===== config.mk =====
export PLATFORM = sky130hd
export DESIGN_NAME = debounce_array
export DESIGN_NICKNAME = d
export VERILOG_FILES = /design/src/rtl/debounce_array.sv
export SDC_FILE = /design/constraint.sdc
export NUM_CORES = 1
export LEC_CHECK = 0
export CORE_ASPECT_RATIO = 0.75
export CORE_UTILIZATION = 60
export CTS_BUF_LIST = sky130_fd_sc_hd__clkbuf_16
export DETAILED_ROUTE_END_ITERATION = 8
export MAX_ROUTING_LAYER = met4
export PLACE_DENSITY = 0.85
export SYNTH_ARGS = -nofsm -noshare
export SYNTH_HDL_FRONTEND = slang
export SYNTH_SLANG_ARGS = --single-unit
export TNS_END_PERCENT = 50

===== constraint.sdc =====
create_clock -name clk -period 3.6 [get_ports clk]
set_clock_uncertainty 0.15 [all_clocks]
set_input_delay 0.72 -clock clk [delete_from_list [all_inputs] [get_ports clk]]
set_output_delay 0.72 -clock clk [all_outputs]
set_load 0.03 [all_outputs]

===== src/rtl/debounce_array.sv =====
`default_nettype none
// +----------------------------------------------------------------------------+
// | Module      : debounce_array                                               |
// | Description : W-channel switch conditioner with two-flop synchroniser,     |
// |               stability filter, registered rise/fall pulses and optional   |
// |               hold auto-repeat (enabled by `define DEBOUNCE_REPEAT_EN).     |
// | Revision    : 1.0 - initial release                                        |
// +----------------------------------------------------------------------------+
module debounce_array #(
   parameter int W          = 8,
   parameter int CNT_VLU    = 1000,
   parameter int REPEAT_DLY = 500000,
   parameter int REPEAT_PER = 100000
) (
   input  logic         clk,
   input  logic         rstn,
   input  logic [W-1:0] in,
   output logic [W-1:0] out,
   output logic [W-1:0] rise,
   output logic [W-1:0] fall,
   output logic [W-1:0] rpt,
   output logic         any_change
);

   localparam int               CNT_W    = (CNT_VLU > 1) ? $clog2(CNT_VLU) : 1;
   localparam logic [CNT_W-1:0] CNT_LAST = CNT_W'(CNT_VLU - 1);

`ifdef DEBOUNCE_REPEAT_EN
   localparam int                HOLD_MAX = (REPEAT_DLY > REPEAT_PER) ? REPEAT_DLY : REPEAT_PER;
   localparam int                HOLD_W   = (HOLD_MAX > 1) ? $clog2(HOLD_MAX) : 1;
   localparam logic [HOLD_W-1:0] DLY_LAST = HOLD_W'(REPEAT_DLY - 1);
   localparam logic [HOLD_W-1:0] PER_LAST = HOLD_W'(REPEAT_PER - 1);
`endif

   if (W < 1 || CNT_VLU < 1 || REPEAT_DLY < 1 || REPEAT_PER < 1) begin : g_param_check
      $error("debounce_array: all parameters must be >= 1");
   end

   logic [W-1:0] s1;
   logic [W-1:0] s2;
   logic [W-1:0] accept;

   always_ff @(posedge clk) begin
      if (!rstn) begin
         s1 <= '0;
         s2 <= '0;
      end else begin
         s1 <= in;
         s2 <= s1;
      end
   end

   for (genvar i = 0; i < W; i++) begin : g_chan
      logic [CNT_W-1:0] cnt;
      logic             out_q;
      logic             rise_q;
      logic             fall_q;
      logic             pending;

      assign pending   = s2[i] ^ out_q;
      assign accept[i] = pending && (cnt == CNT_LAST);

      // A mismatch that disappears before the count completes restarts from zero.
      always_ff @(posedge clk) begin
         if (!rstn) begin
            cnt    <= '0;
            out_q  <= 1'b0;
            rise_q <= 1'b0;
            fall_q <= 1'b0;
         end else begin
            rise_q <= accept[i] & s2[i];
            fall_q <= accept[i] & ~s2[i];
            if (!pending || accept[i]) begin
               cnt <= '0;
            end else begin
               cnt <= cnt + CNT_W'(1);
            end
            if (accept[i]) begin
               out_q <= s2[i];
            end
         end
      end

      assign out[i]  = out_q;
      assign rise[i] = rise_q;
      assign fall[i] = fall_q;

`ifdef DEBOUNCE_REPEAT_EN
      logic [HOLD_W-1:0] hold;
      logic              periodic;
      logic              rpt_q;
      logic              hold_hit;

      assign hold_hit = periodic ? (hold == PER_LAST) : (hold == DLY_LAST);

      // Any edge with out low, or the edge accepting a fall, rearms the delay.
      always_ff @(posedge clk) begin
         if (!rstn || !out_q || accept[i]) begin
            hold     <= '0;
            periodic <= 1'b0;
            rpt_q    <= 1'b0;
         end else if (hold_hit) begin
            hold     <= '0;
            periodic <= 1'b1;
            rpt_q    <= 1'b1;
         end else begin
            hold     <= hold + HOLD_W'(1);
            rpt_q    <= 1'b0;
         end
      end

      assign rpt[i] = rpt_q;
`endif
   end

`ifndef DEBOUNCE_REPEAT_EN
   assign rpt = '0;
`endif

   always_ff @(posedge clk) begin
      if (!rstn) begin
         any_change <= 1'b0;
      end else begin
         any_change <= |accept;
      end
   end

endmodule
`default_nettype wire


Yosys cells after proc, flatten, opt, wreduce, memory -nomap -nowiden
Index checks and enable logic that the tools add are counted.
Widths: inputs -> output; s select.

word-level totals
  bits in registers = 121
  bits of input ports = 10
  output and inout port bits = 33
  word-level logic and storage cells = 117

operators by class
  $add $sub $neg = 8
  equal/unequal tests = 8
  bitwise logic cells = 33
  reductions and logical operators = 33

operators with widths
  kind                   number
  $add 10x1->10 const B  8
  $eq 10x10->1 const B   8
  $and 1x1->1            16
  $reduce_or 2->1        8
  $not 1->1              9
  $logic_and 1x1->1      8
  $logic_not 1->1        8
  $logic_or 1x1->1       8
  $reduce_or 8->1        1
  $xor 1x1->1            8

Depth between registers and ports, before layout
Gate-level depths: netlist of run 1.

  depth in word-level cells = 4
  mapped depth = 6
  mapped depth without buffers = 5

Least setup slack after synthesis of run 1
OpenSTA, ideal clock, no wires.

  path type = register -> register
  start point = register g_chan[0].cnt[0]
  end point = register g_chan[0].cnt[2]
  library setup time = 0.120 ns
  arrival = 1.396 ns
  data required time = 3.330 ns
  setup slack = 1.934 ns
  cell stages (with the launch flop) = 6
  path buffers = 0
  clock period less this slack = 1.666 ns
  cells stage by stage = dfxtp_1 ha_1 or3b_4 nor3_4 nand3b_2 nor2_1

between the ends
  word-level cells in the longest chain between the ends = 4
  elaborated cells between the ends (all ways) = 5
  classes of those cells = 1 x add/sub; 1 x eq/ne; 3 x reduce/logical

RTL lines
  what                                                                   RTL line  RTL
  from (decl)                                                            54        logic [CNT_W-1:0] cnt;
  from (signal assigned)                                                 76        cnt <= cnt + CNT_W'(1);
  parallel branches: the longest is 4 deep, another holds $add 10x1->10  -

Parallel ways; which one is timed is not known.
A chain may end at the register's enable or synchronous reset.

Worst setup path after layout of run 1
  start point = register g_chan[0].out_q
  end point = output out[0]

RTL lines
  what                    RTL line  RTL
  from (decl)             55        logic out_q;
  from (signal assigned)  79        out_q <= s2[i];
  to (decl)               18        output logic [W-1:0] out,

No word-level cell between the ends.

==> metrics.cfg, run 1 <==
[global_route]
antenna_found_initial = 0
grt_overflow = 0
grt_pass1_vias = 3211
grt_max_degree = 17
grt_pass1_wl_microns = 14700
grtUsageTotal_pct = 23.2

[floorplan]
ios = 43
num_rows = 28
die_y_microns = 80.6
coreArea_sq_um = 7950
initial_core_util_pct = 62.1
die_area_sq_um = 8610
die_x_microns = 107

[finish]
n_antenna_cell = 0
syn_to_final_growth_pct = 16.6
final_layout_size_suffix_gt1_share_pct = 9.01
final_nets = 560
stdcell_count = 660

[critical_path]
crit_arrival_ns = 1.56
cpPeakStageDelay_ns = 0.71
critical_path_buf_inv_count = 1
path_max_fanout = 5
startpoint_type = flop
path_cells = clkdlybuf4s50_1
end_kind = output port
slowest_stage = clkdlybuf4s50_1
worstPathRequired_ns = 2.73
critical_path.top_delay_family = buffers and inverters
worstSetupPathType = flop to output port

[run_status]
status = complete, no violations

[sta]
slew_headroom_pct = 58.9
finalSetupViolCount = 0
tns_ns = 0
period_needed_ns = 2.43
rsz0062_at_grt = false
min_period_over_period_pct = 67.5
hold_viol = 0
worst_slew_pin_slew_ns = 0.612
fmax_mhz = 411
final_max_slew_viol_count = 0

[clock_tree]
cts_root_buf = clkbuf_16
cts_hold_buffers = 0
cts_resized = 0
cts_tree = built
clock_sinks = 121
cts_made_buffers = 17
clk_pin_slew_ns = 0.06
clock_latency_ns = 0.41
postCtsSetupBuffers = 0
cts.path.max_buffers = 2
cts_max_level = 4

[hold_path]
hold_path_class = flop to flop

[routing]
drtIter0Drc = 142
routedWlPerCell_microns = 13.5
via_per_inst = 5.11
ant_nets = 0
route.detailed.drc = 0
dr.pass1.iters = 4
wl_microns = 8930
vias = 3375

[yosys]
yosysWarnings = 0
syn-cell-area_sq_um = 4940
synthDistinctLibCells = 40
synth-seq-cells = 121
netlist_instances = 518
synth_sequential_area_ratio_pct = 49.0
syn_area_per_cell_sq_um = 9.54

[placement]
place_inst = 628
io_buffers = 34
routabilityCongestion = 0.803
hpwl_microns = 5990

[run]
drv_cap = 0

[power_and_ir_drop]
peakVddDrop_uv = 385
leakagePower_nw = 1.97
p_per_area_nw_per_um2 = 532

## synth_stat cells (all sizes together)
master / number / area [sq um]
dfxtp: 121 / 2420
nor2: 101 / 379
xnor2: 43 / 377
buf: 36 / 268
nand3: 30 / 150
xor2: 29 / 254
nand2: 28 / 105
nor3: 20 / 121
and2: 16 / 100
inv: 14 / 52.6
nor3b: 12 / 100
nand4: 10 / 68.8
and3: 9 / 57.6
ha: 8 / 100
mux2i: 8 / 80.1
and4: 4 / 35.0
nand3b: 4 / 45.0
nand4b: 4 / 35.0
nor4: 4 / 55.1
or2: 3 / 18.8
a22oi: 2 / 15.0
clkbuf: 2 / 7.51
or3b: 2 / 20.0
a222oi: 1 / 10.0
a41oi: 1 / 8.76
and3b: 1 / 8.76
clkinv: 1 / 3.75
conb: 1 / 3.75
nand2b: 1 / 6.26
nor4b: 1 / 23.8
nor4bb: 1 / 10.0
## final cells by class
type                    instances  area (sq um)
repair buffers                 36           355
well taps                     105           131
flip-flops and latches        121          2420
multi-input cells             351          2210
clock buffers                  17           425
inverters                      15          56.3
clock inverters                15           159
fillers                       562          2190
## registers in the layout, indices dropped and copies added (netlist names)
name,flops
s2,8
g_chan.out_q,8
s1,8
g_chan.fall_q,8
g_chan.cnt,80
g_chan.rise_q,8
any_change,1
## final timing paths
check | startpoint | to | slack, ns | cells past startpoint
setup / recovery | g_chan[0].out_q | out[0] | 1.17 | 1
hold / removal | s1[5] | s2[5] | 0.28 | 1
setup reg to reg | g_chan[3].cnt[0] | g_chan[3].cnt[9] | 1.63 | 5
hold reg to reg | s1[5] | s2[5] | 0.28 | 1
## routing by layer
layer / wire length (microns) / vias up / share of wire, % / GRT usage [%]
met3: 284 / 12 / 3.2 / 6.74
met5: 0 / - / 0 / -
met2: 4440 / 63 / 50 / 38.6
met4: 129 / 0 / 1.4 / 11.4
li1: - / 1727 / - / -
met1: 4080 / 1573 / 46 / 25.8
## cells in the final DEF (no fill, tap or decap), types with 10 or more instances in the layout
cell             instances
clkdlybuf4s50_1         34
xnor2_1                 43
xor2_1                  29
nand3_1                 30
nand2_1                 28
nor2_1                 101
dfxtp_1                121
nor3_1                  17
clkbuf_16               17
and2_1                  16
nor3b_1                 10
inv_1                   14
## cells by family (layout without fill, tap and decap cells)
logic type	Yosys count	count (layout)	share of synthesized area, %
AOI/OAI and AO/OA	4	4	0.683
xor gates and xnor gates	72	72	12.8
adders and majority gates	8	8	2.03
buffers and inverters	53	83	6.71
DFF	121	121	49.0
muxes	8	8	1.62
other	1	8	0.0759
and+or+nand+nor	251	251	27.1
## metrics by stage
step	utilization, %	setup slack, ns	cell area, sq um	total power [mW]	hold WS [ns]
after floorplan	-	1.93	4970	1.43	0.262
after global placement	65.1	1.11	5180	1.44	0.264
after detailed placement	65.1	1.04	5180	1.44	0.268
after CTS	72.5	1.14	5760	3.09	0.279
after global routing	72.5	1.10	5760	3.16	0.296
final	72.5	1.17	5760	3.07	0.279
## power breakdown
| group | leakage, nW | internal, mW | switching [mW] |
|---|---|---|---|
| combinational | 0.713 | 0.0194 | 0.0334 |
| sequential | 0.978 | 1.35 | 0.00802 |
| clock | 0.281 | 1.07 | 0.580 |
| total | 1.97 | 2.44 | 0.621 |
Note: power is estimated with default switching activity, not from simulation.
==> inputs of run 2 (changes only) <==
--- a/config.mk
+++ b/config.mk
@@ -6,11 +6,11 @@
 export NUM_CORES = 1
 export LEC_CHECK = 0
 export CORE_ASPECT_RATIO = 0.75
-export CORE_UTILIZATION = 60
+export CORE_UTILIZATION = 57
 export CTS_BUF_LIST = sky130_fd_sc_hd__clkbuf_16
 export DETAILED_ROUTE_END_ITERATION = 8
 export MAX_ROUTING_LAYER = met4
-export PLACE_DENSITY = 0.85
+export PLACE_DENSITY = 0.82
 export SYNTH_ARGS = -nofsm -noshare
 export SYNTH_HDL_FRONTEND = slang
 export SYNTH_SLANG_ARGS = --single-unit
==> constraint.sdc (replaced) <==
create_clock -name clk -period 2.4 [get_ports clk]
set_clock_uncertainty 0.15 [all_clocks]
set_input_delay 0.48 -clock clk [delete_from_list [all_inputs] [get_ports clk]]
set_output_delay 0.48 -clock clk [all_outputs]
set_load 0.03 [all_outputs]
==> metrics.cfg, run 2 (synthesized netlist as in run 1, its figures left out) <==
[global_route]
grt_overflow = 0  ; unchanged
grtUsageTotal_pct = 21.0  ; -2.2 points
antenna_found_initial = 0  ; unchanged
grt_max_degree = 19  ; +2
grt_pass1_wl_microns = 13700  ; -6.9%
grt_pass1_vias = 3078  ; -4.1%

[routing]
wl_microns = 8320  ; -6.9%
dr.pass1.iters = 4  ; unchanged
routedWlPerCell_microns = 12.6  ; -7.2%
drtIter0Drc = 164  ; +15%
ant_nets = 0  ; unchanged
via_per_inst = 5.03  ; -1.7%
route.detailed.drc = 0  ; unchanged
vias = 3328  ; -1.4%

[sta]
tns_ns = 0  ; unchanged
min_period_over_period_pct = 91.1
hold_viol = 0  ; unchanged
finalSetupViolCount = 0  ; unchanged
worst_slew_pin_slew_ns = 0.518  ; -0.0938 ns
period_needed_ns = 2.19
fmax_mhz = 458
rsz0062_at_grt = false
final_max_slew_viol_count = 0  ; unchanged
slew_headroom_pct = 65.2  ; +6.3 points

[critical_path]
worstSetupPathType = flop to output port
regToRegSetupSlack_ns = 0.52  ; -1.11 ns
rr_startpoint = g_chan[4].cnt[0]
critical_path.top_delay_family = buffers and inverters
startpoint_type = flop
path_cells = clkdlybuf4s50_1
slowest_stage = clkdlybuf4s50_1
cpPeakStageDelay_ns = 0.74  ; +0.03 ns
path_max_fanout = 5  ; unchanged
end_kind = output port
crit_arrival_ns = 1.56  ; about the same
reg2reg_to = g_chan[4].cnt[8]
ff2ff_path_depth = 5  ; unchanged
worstPathRequired_ns = 1.77  ; -0.96 ns
critical_path_buf_inv_count = 1  ; unchanged

[placement]
hpwl_microns = 5720  ; -4.6%
io_buffers = 34  ; unchanged
routabilityCongestion = 0.808  ; +0.69%
placed_area_sq_um = 5180  ; about the same

[clock_tree]
clock_sinks = 121  ; unchanged
cts_max_level = 4  ; unchanged
cts_resized = 0  ; unchanged
cts_made_buffers = 17  ; unchanged
cts.path.max_buffers = 2  ; unchanged
clk_pin_slew_ns = 0.05  ; about the same
postCtsSetupBuffers = 0  ; unchanged
clock_latency_ns = 0.40  ; about the same
cts_hold_buffers = 0  ; unchanged
cts_root_buf = clkbuf_16
cts_tree = built

[finish]
final_nets = 560  ; unchanged
syn_to_final_growth_pct = 15.4
final_layout_size_suffix_gt1_share_pct = 7.94  ; -1.1 points
final_common_cell = dfxtp_1
n_antenna_cell = 0  ; unchanged
final_cell_mix = 121 x dfxtp_1, 101 x nor2_1, 43 x xnor2_1
fill_cells = 639  ; +14%
max_flop_register = g_chan.cnt
largest_reg_flops = 80  ; unchanged
fin_area_sq_um = 5700  ; -1.0%

[floorplan]
die_area_sq_um = 9050  ; +5.1%
die_y_microns = 82.6  ; +2.5%
die_x_microns = 110  ; +2.5%
ios = 43  ; unchanged
num_rows = 29  ; +3.6%
coreArea_sq_um = 8420  ; +5.9%
initial_core_util_pct = 58.7  ; -3.4 points

[hold_path]
hold_end = s2[1]
hp-start = s1[1]
whs_path_depth = 1  ; unchanged
hold_path_class = flop to flop

[power_and_ir_drop]
finalPower_mw = 4.33  ; +41%
leakagePower_nw = 1.96  ; -0.88%
peakVddDrop_uv = 777  ; +100%
p_per_area_nw_per_um2 = 759  ; +43%

[run]
drv_cap = 0  ; unchanged

[run_status]
status = complete, no violations

run 2: changes by cell type in the layout (fill, tap and decap cells not counted):
cell / change
clkinv_2: -3
inv_1: +4
bufinv_16: -2
clkinv_1: +1
clkinvlp_4: -1
run 2: worst max-delay path by stage:
stage	start	to	slack, ns	cells after the start
2_1_floorplan	g_chan[0].cnt[0]	g_chan[0].cnt[2]	0.73	5
5_1_grt	g_chan[0].out_q	out[0]	0.15	1
3_5_place_dp	rstn	g_chan[0].cnt[6]	0.40	5
6_report	g_chan[0].out_q	out[0]	0.21	1
4_1_cts	g_chan[0].out_q	out[0]	0.19	1
3_3_place_gp	rstn	g_chan[1].cnt[6]	0.44	5
run 2: metrics by stage:
step	cells	hold WS [ns]	worst slack [ns]	utilization, %
after floorplan	525	0.262	0.734	-
after global placement	631	0.265	0.441	61.6
after detailed placement	631	0.267	0.398	61.6
after CTS	662	0.279	0.188	67.8
after global routing	662	0.291	0.148	67.8
final	662	0.273	0.214	67.8
run 2: metal layers:
layer  global-route usage, %  up-vias  share of wire [%]
met2                    33.3       60                 47
met3                    8.08        8                4.1
met1                    24.5     1536                 48
met5                       -        -                  0
met4                    7.33        0                1.0
li1                        -     1724                  -
run 2: power by group:
part	switching (mW)	total (mW)	internal (mW)
Clock	0.829	2.21	1.38
Sequential	0.0116	2.04	2.03
Combinational	0.0496	0.0787	0.0291
Total	0.890	4.33	3.44
run 2: cell type report:
| type | instances | area [sq um] | area share (%) |
|---|---|---|---|
| flip-flops and latches | 121 | 2420 | 42.5 |
| multi-input cells | 351 | 2210 | 38.8 |
| clock buffers | 17 | 425 | 7.46 |
| repair buffers | 36 | 355 | 6.23 |
| well taps | 108 | 135 | 2.37 |
| clock inverters | 14 | 95.1 | 1.67 |
| inverters | 15 | 56.3 | 0.987 |
==> inputs of run 3 (changes only) <==
--- a/config.mk
+++ b/config.mk
@@ -11,6 +11,7 @@
 export DETAILED_ROUTE_END_ITERATION = 8
 export MAX_ROUTING_LAYER = met4
 export PLACE_DENSITY = 0.82
+export SETUP_SLACK_MARGIN = 0.3
 export SYNTH_ARGS = -nofsm -noshare
 export SYNTH_HDL_FRONTEND = slang
 export SYNTH_SLANG_ARGS = --single-unit
==> metrics.cfg, run 3 (synthesized netlist as in run 1, its figures left out) <==
[floorplan]
ios = 43  ; unchanged
die_x_microns = 110  ; unchanged
coreArea_sq_um = 8420  ; unchanged
num_rows = 29  ; unchanged
die_area_sq_um = 9050  ; unchanged
die_y_microns = 82.6  ; unchanged
initial_core_util_pct = 58.7  ; unchanged

[routing]
routedWlPerCell_microns = 12.5  ; -0.37%
ant_nets = 0  ; unchanged
drtIter0Drc = 164  ; unchanged
wl_microns = 8280  ; -0.37%
via_per_inst = 5.03  ; +0.12%
route.detailed.drc = 0  ; unchanged
vias = 3332  ; +0.12%
dr.pass1.iters = 5  ; +1

[run_status]
status = complete, no violations

[clock_tree]
clock_sinks = 121  ; unchanged
clock_latency_ns = 0.40  ; about the same
cts.path.max_buffers = 2  ; unchanged
cts_max_level = 4  ; unchanged
cts_root_buf = clkbuf_16
cts_tree = built
cts_made_buffers = 17  ; unchanged
clk_pin_slew_ns = 0.05  ; about the same
cts_hold_buffers = 0  ; unchanged

[critical_path]
startpoint = g_chan[2].out_q
worstSetupPathType = flop to output port
rr_startpoint = g_chan[4].cnt[0]
cpPeakStageDelay_ns = 0.70  ; -0.04 ns
path_max_fanout = 3  ; -2
critical_path.top_delay_family = buffers and inverters
path_cells = clkdlybuf4s50_1
slowest_stage = clkdlybuf4s50_1
critical_path_buf_inv_count = 1  ; unchanged
crit_arrival_ns = 1.49  ; -0.07 ns
worstPathRequired_ns = 1.77  ; about the same
startpoint_type = flop
end_kind = output port

[finish]
final_common_cell = dfxtp_1
max_flop_register = g_chan.cnt
final_cell_mix = 121 x dfxtp_1, 101 x nor2_1, 43 x xnor2_1
stdcell_count = 662  ; unchanged
syn_to_final_growth_pct = 15.4  ; unchanged
largest_reg_flops = 80  ; unchanged
final_nets = 560  ; unchanged
fin_area_sq_um = 5700  ; unchanged
final_layout_size_suffix_gt1_share_pct = 7.94  ; unchanged
postLayoutCoreUtil_pct = 67.8  ; unchanged
n_antenna_cell = 0  ; unchanged

[global_route]
grtUsageTotal_pct = 21.0  ; about the same
grt_pass1_wl_microns = 13700  ; about the same
grt_pass1_vias = 3080  ; +0.065%
grt_overflow = 0  ; unchanged
antenna_found_initial = 0  ; unchanged
grt_max_degree = 19  ; unchanged

[sta]
final_max_slew_viol_count = 0  ; unchanged
rsz0062_at_grt = true
tns_ns = 0  ; unchanged
min_period_over_period_pct = 88.4  ; -2.7 points
period_needed_ns = 2.12  ; -0.0639 ns
worst_slew_pin_slew_ns = 0.505  ; -0.0128 ns
finalSetupViolCount = 0  ; unchanged
slew_headroom_pct = 66.1  ; +0.86 points
timing.hold.ws_ns = 0.272  ; -0.0000560 ns
hold_viol = 0  ; unchanged
fmax_mhz = 471  ; +3.0%
finalWorstSetupSlack_ns = 0.278  ; +0.0639 ns

[placement]
io_buffers = 34  ; unchanged
placed_area_sq_um = 5180  ; unchanged
routabilityCongestion = 0.808  ; unchanged
dp_slack_ns = 0.398  ; unchanged
place_inst = 631  ; unchanged
hpwl_microns = 5720  ; unchanged

[power_and_ir_drop]
p_per_area_nw_per_um2 = 759  ; about the same
p_seq_share_pct = 47.1  ; about the same
p_sw_uw = 891  ; about the same
p_sw_share_pct = 20.6  ; about the same
leakagePower_nw = 2.01  ; +2.9%
finalPower_mw = 4.33  ; about the same
clkPwrFrac_pct = 51.1  ; about the same
peakVddDrop_uv = 779  ; +0.14%
p_int_mw = 3.44  ; about the same
pwr-share-comb_pct = 1.8  ; about the same

[hold_path]
hold_path_class = flop to flop
hp-start = s1[1]

[run]
drv_cap = 0  ; unchanged

-- run 3: cell types whose count changed in the layout (fill, tap and decap cells not counted) --
cell             delta
clkdlybuf4s50_1     -6
dlygate4sd2_1       +4
dlymetal6s2s_1      +2
-- run 3: cell type report --
type	count	area (sq um)
Tap cell	108	135
Clock buffer	17	425
Sequential cell	121	2420
Timing Repair Buffer	36	355
Clock inverter	14	95.1
Fill cell	638	2710
Inverter	15	56.3
Multi-Input combinational cell	351	2210
-- run 3: power groups by stage --
stage / combinational [mW] / sequential (mW) / clock (mW)
2_1_floorplan: 0.0634 / 2.08 / 0
3_3_place_gp: 0.0771 / 2.08 / 0
3_5_place_dp: 0.0785 / 2.08 / 0
4_1_cts: 0.0792 / 2.04 / 2.25
5_1_grt: 0.0876 / 2.04 / 2.36
6_report: 0.0786 / 2.04 / 2.21
-- run 3: worst paths after layout --
kind | end | slack, ns | cells after the start
max reg2reg | g_chan[4].cnt[8] | 0.52 | 5
max | out[2] | 0.28 | 1
min reg2reg | s2[1] | 0.27 | 1
min | s2[1] | 0.27 | 1
-- run 3: layer usage --
metal	vias to the layer above	routed length, microns	GRT usage, %	part of all wire [%]
met3	6	348	8.08	4.2
met5	-	0	-	0
met2	64	3900	33.3	47
met4	0	79	7.33	0.95
met1	1536	3960	24.5	48
li1	1726	-	-	-
-- run 3: what timing repair did --
item,in CTS,in global routing
endpoints found under the hold margin,0,0
setup buffers,0,0
setup endpoints to repair,8,4
gates cloned,0,0
resized for setup,4,2
